### src/rtl/branch_ctrl.sv
// PC sequencer: launches branches from execute, resolves them one cycle later against
// the flag_rf condition, redirects and squashes wrong-path fetches, and counts branches.
module branch_ctrl #(
  parameter int              PC_W         = 16,
  parameter logic [PC_W-1:0] RESET_PC     = '0,
  parameter int              FLUSH_CYCLES = 2,
  parameter int              CNT_W        = 16
) (
  input  logic             clk,
  input  logic             rst_n,
  input  logic             stall,
  input  logic             br_valid,
  input  logic             br_uncond,
  input  logic [PC_W-1:0]  br_target,
  input  logic             cond_true,
  output logic [PC_W-1:0]  pc,
  output logic             fetch_valid,
  output logic             flush,
  output logic             br_taken,
  output logic [CNT_W-1:0] br_count,
  output logic [CNT_W-1:0] taken_count
);

  // state   | meaning
  // RUN     | sequential fetch, accepts branch requests
  // RESOLVE | condition from flag_rf is valid, decide taken / not taken
  // FLUSH   | redirected; squash younger stages for FLUSH_CYCLES cycles
  typedef enum logic [1:0] {
    RUN     = 2'd0,
    RESOLVE = 2'd1,
    FLUSH   = 2'd2
  } state_t;

  localparam logic [CNT_W-1:0] CNT_MAX    = '1;
  localparam logic [3:0]       FLUSH_LOAD = 4'(FLUSH_CYCLES);

  state_t          state;
  logic [PC_W-1:0] tgt_q;
  logic            uncond_q;
  logic [3:0]      flush_cnt;
  logic            taken;

  assign taken = uncond_q | cond_true;

  always_ff @(posedge clk or negedge rst_n) begin
    if (!rst_n) begin
      state       <= RUN;
      pc          <= RESET_PC;
      fetch_valid <= 1'b0;
      flush       <= 1'b0;
      br_taken    <= 1'b0;
      br_count    <= '0;
      taken_count <= '0;
      flush_cnt   <= '0;
      tgt_q       <= '0;
      uncond_q    <= 1'b0;
    end else begin
      br_taken <= 1'b0;
      case (state)
        RUN: begin
          if (!stall) begin
            pc          <= pc + 1'b1;
            fetch_valid <= 1'b1;
            flush       <= 1'b0;
            if (br_valid) begin
              tgt_q    <= br_target;
              uncond_q <= br_uncond;
              state    <= RESOLVE;
            end
          end
        end
        RESOLVE: begin
          if (br_count != CNT_MAX) br_count <= br_count + 1'b1;
          if (taken) begin
            pc          <= tgt_q;
            flush       <= 1'b1;
            fetch_valid <= 1'b0;
            br_taken    <= 1'b1;
            flush_cnt   <= FLUSH_LOAD;
            state       <= FLUSH;
            if (taken_count != CNT_MAX) taken_count <= taken_count + 1'b1;
          end else begin
            pc    <= pc + 1'b1;
            state <= RUN;
          end
        end
        FLUSH: begin
          // Terminal count: the decrement that lands on zero also ends the window.
          if (flush_cnt <= 4'd1) begin
            flush_cnt   <= '0;
            flush       <= 1'b0;
            fetch_valid <= 1'b1;
            state       <= RUN;
          end else begin
            flush_cnt <= flush_cnt - 4'd1;
          end
        end
        default: begin
          state     <= RUN;
          flush     <= 1'b0;
          flush_cnt <= '0;
        end
      endcase
    end
  end

endmodule

### config.mk
export PLATFORM = sky130hd
export DESIGN_NAME = branch_ctrl
export DESIGN_NICKNAME = d
export VERILOG_FILES = /design/src/rtl/branch_ctrl.sv
export SDC_FILE = /design/constraint.sdc
export NUM_CORES = 1
export LEC_CHECK = 0
export ABC_AREA = 1
export CAP_MARGIN = 10
export CORE_ASPECT_RATIO = 1.2
export CORE_MARGIN = 5
export CORE_UTILIZATION = 40
export CTS_CLUSTER_DIAMETER = 40
export CTS_CLUSTER_SIZE = 30
export DETAILED_ROUTE_END_ITERATION = 16
export GPL_ROUTABILITY_DRIVEN = 0
export SLEW_MARGIN = 20
export SYNTH_ARGS = -nofsm -noshare
export SYNTH_HDL_FRONTEND = slang
export SYNTH_SLANG_ARGS = --single-unit
### constraint.sdc
create_clock -name clk -period 3.47 [get_ports clk]
set_clock_uncertainty 0.05 [all_clocks]
set_input_delay 0.694 -clock clk [delete_from_list [all_inputs] [get_ports clk]]
set_output_delay 0.694 -clock clk [all_outputs]
set_load 0.02 [all_outputs]
==> reports/qor.yml <==
path_class: "flop to primary output"
path_clk_slew_ns: 0.06
antenna_cells: 0
use_met2: 0.276
core-area_mm2: 0.0105
synth_most_common_cell: "nand2_1"
antenna_found_initial: 0
grtUsageMet3: 0.0428
final_area_mm2: 0.00536
finalHoldViolations: 0
crit_chain: "clkdlybuf4s50_1"
ys_types: 33
routedWlPerCell_um: 13.3
vias_per_cell: 4.94
initial_core_util: 0.407
finalSetupTns_ns: 0
htreeDepth: 3
syn_area_mm2: 0.00428
min_period_ns: 2.21
max_freq_mhz: 453
cts_tree: "done"
nFillCells: 999
worst_pin_slew_ns: 0.931
critPathLaunchType: "flop"
synth_seq_cells: 74
ys.warnings.count: 0
drc: 0
outcome: "finished, final reports clean"
area_growth_pct: 25.2
synth_seq_area_share: 0.433
postSynthCellCount: 548
avgSynthCellArea_um2: 7.81
cts_made_buffers: 9
grt_overflow: 0
drtAntennaViolNets: 0
crit_required_ns: 2.73
grt.busiest_layer: "met2"
track_usage: 0.166
cp_slowest_cell: "clkdlybuf4s50_1"
drtPass1Iterations: 5
cpLargestDelayFamily: "buffers and inverters"
clock-sinks: 74
ctsResizeCount: 0
placed_area_mm2: 0.00510
async_flop_share: 1.00
worstHoldPathType: "flop to flop"
die_h_um: 123
rows: 41
multi_input_area_mm2: 0.00212
synth_flop_cell: "dfrtp_1"
maxSlewHeadroom: 0.380
final_util: 0.510
yosysTopAreaCellShare: 0.433
clockBufferDepth: 2
peakVddDrop_mv: 0.508
wirelength_um: 9980
nNetsFinal: 653
grt_max_degree: 75
post-cts-setup-buffer-count: 0
finalCritPeriodShare: 0.636
clk_latency_ns: 0.33
cts_hold_buffers: 0
vias: 3714
endpoint_kind: "primary output"
synth_fp_nets: 580
worstPathArrival_ns: 1.46
cts_root_buf: "clkbuf_16"
synth_top_area_cell: "dfrtp_1"
synth_commonest_cells: "nand2_1, dfrtp_1, inv_1"
port_buffers: 72
dp_hpwl_um: 7220
powerDensity_mw_per_mm2: 815
grt_pass1_wl_um: 17600
seqCellArea_mm2: 0.00185
synth-edff-count: 0
critPathMaxStageDelay_ns: 0.66
crit_buf_inv: 1
finalSetupViolCount: 0
io_pins: 73
die-area_mm2: 0.0129
drive_gt1_frac: 0.0915
power_uw: 4370
p_leak_uw: 0.00245
synthTopCellsByArea: "dfrtp_1, nand2_1, inv_1"
grt_pass1_vias: 3763
crit_fanout: 7
drt_iter0_drc: 195
maxSlewViolCount: 0
cap_violations: 0
die_width_um: 104
rsz0062_at_grt: "no"
use_met1: 0.206
## where the power goes
group          leakage (uW)  switching [uW]  internal [uW]
Clock              0.000128             326            511
Sequential         0.000943             327           1180
Combinational       0.00138            1190            830
Total               0.00245            1840           2520
## placed cells by master, fill, tap and decap left out, types with 6 or more instances in the layout
cell,instances
a21oi_1,10
clkbuf_16,9
clkdlybuf4s50_1,71
dfrtp_1,74
ha_1,10
inv_1,58
mux2_2,17
nand2_1,174
nand3_1,32
nand4_1,13
nor2_1,48
o21ai_0,39
o21ai_1,6
o21ai_2,7
xnor2_1,8
xor2_1,12
## state kept, by name, indices dropped and copies added (netlist names)
signal,count
fetch_valid,1
pc,16
taken_count,16
state,2
flush,1
flush_cnt,4
tgt_q,16
uncond_q,1
br_taken,1
br_count,16
## logic make-up after synthesis
logic type	Yosys count	synth area share
flip-flops	74	0.433
AND/OR/NAND/NOR	287	0.293
AO/OA/AOI/OAI	67	0.0865
adder cells (fa/ha/maj)	10	0.0292
multiplexers	17	0.0447
buffers and inverters	73	0.0731
XOR/XNOR	20	0.0409
## routing by layer
metal,share of wire,vias up
li1,-,1900
met1,0.45,1707
met2,0.48,93
met3,0.050,14
met4,0.018,0
met5,0,-
## worst paths after layout
check,startpoint,endpoint,slack (ns),cells after the start
setup / recovery,taken_count[7]$_DFFE_PN0P_,taken_count[7],1.26,1
hold / removal,flush$_DFFE_PN0P_,flush$_DFFE_PN0P_,0.44,2
setup reg to reg,state[1]$_DFFE_PN0P_,pc[10]$_DFFE_PN0P_,1.31,8
hold reg to reg,flush$_DFFE_PN0P_,flush$_DFFE_PN0P_,0.44,2
max in group asynchronous,rst_n,tgt_q[14]$_DFFE_PN0P_,2.31,1
min in group asynchronous,rst_n,br_count[9]$_DFFE_PN0P_,0.47,1
## per-stage QoR
step                setup slack, ns  hold slack, ns  cells
global route                   1.05           0.460    752
global placement              0.999           0.420    739
detailed placement            0.984           0.429    739
finish                         1.26           0.436    752
CTS                            1.23           0.443    752
floorplan                      1.80           0.348    548
## area by class of cell
| cell class | count | share of cell area |
|---|---|---|
| Inverter | 61 | 0.0437 |
| Tap cell | 129 | 0.0301 |
| Clock buffer | 13 | 0.0486 |
| Multi-Input combinational cell | 401 | 0.395 |
| Timing Repair Buffer | 74 | 0.137 |
| Sequential cell | 74 | 0.345 |
Power figures use the tool's default switching activity.
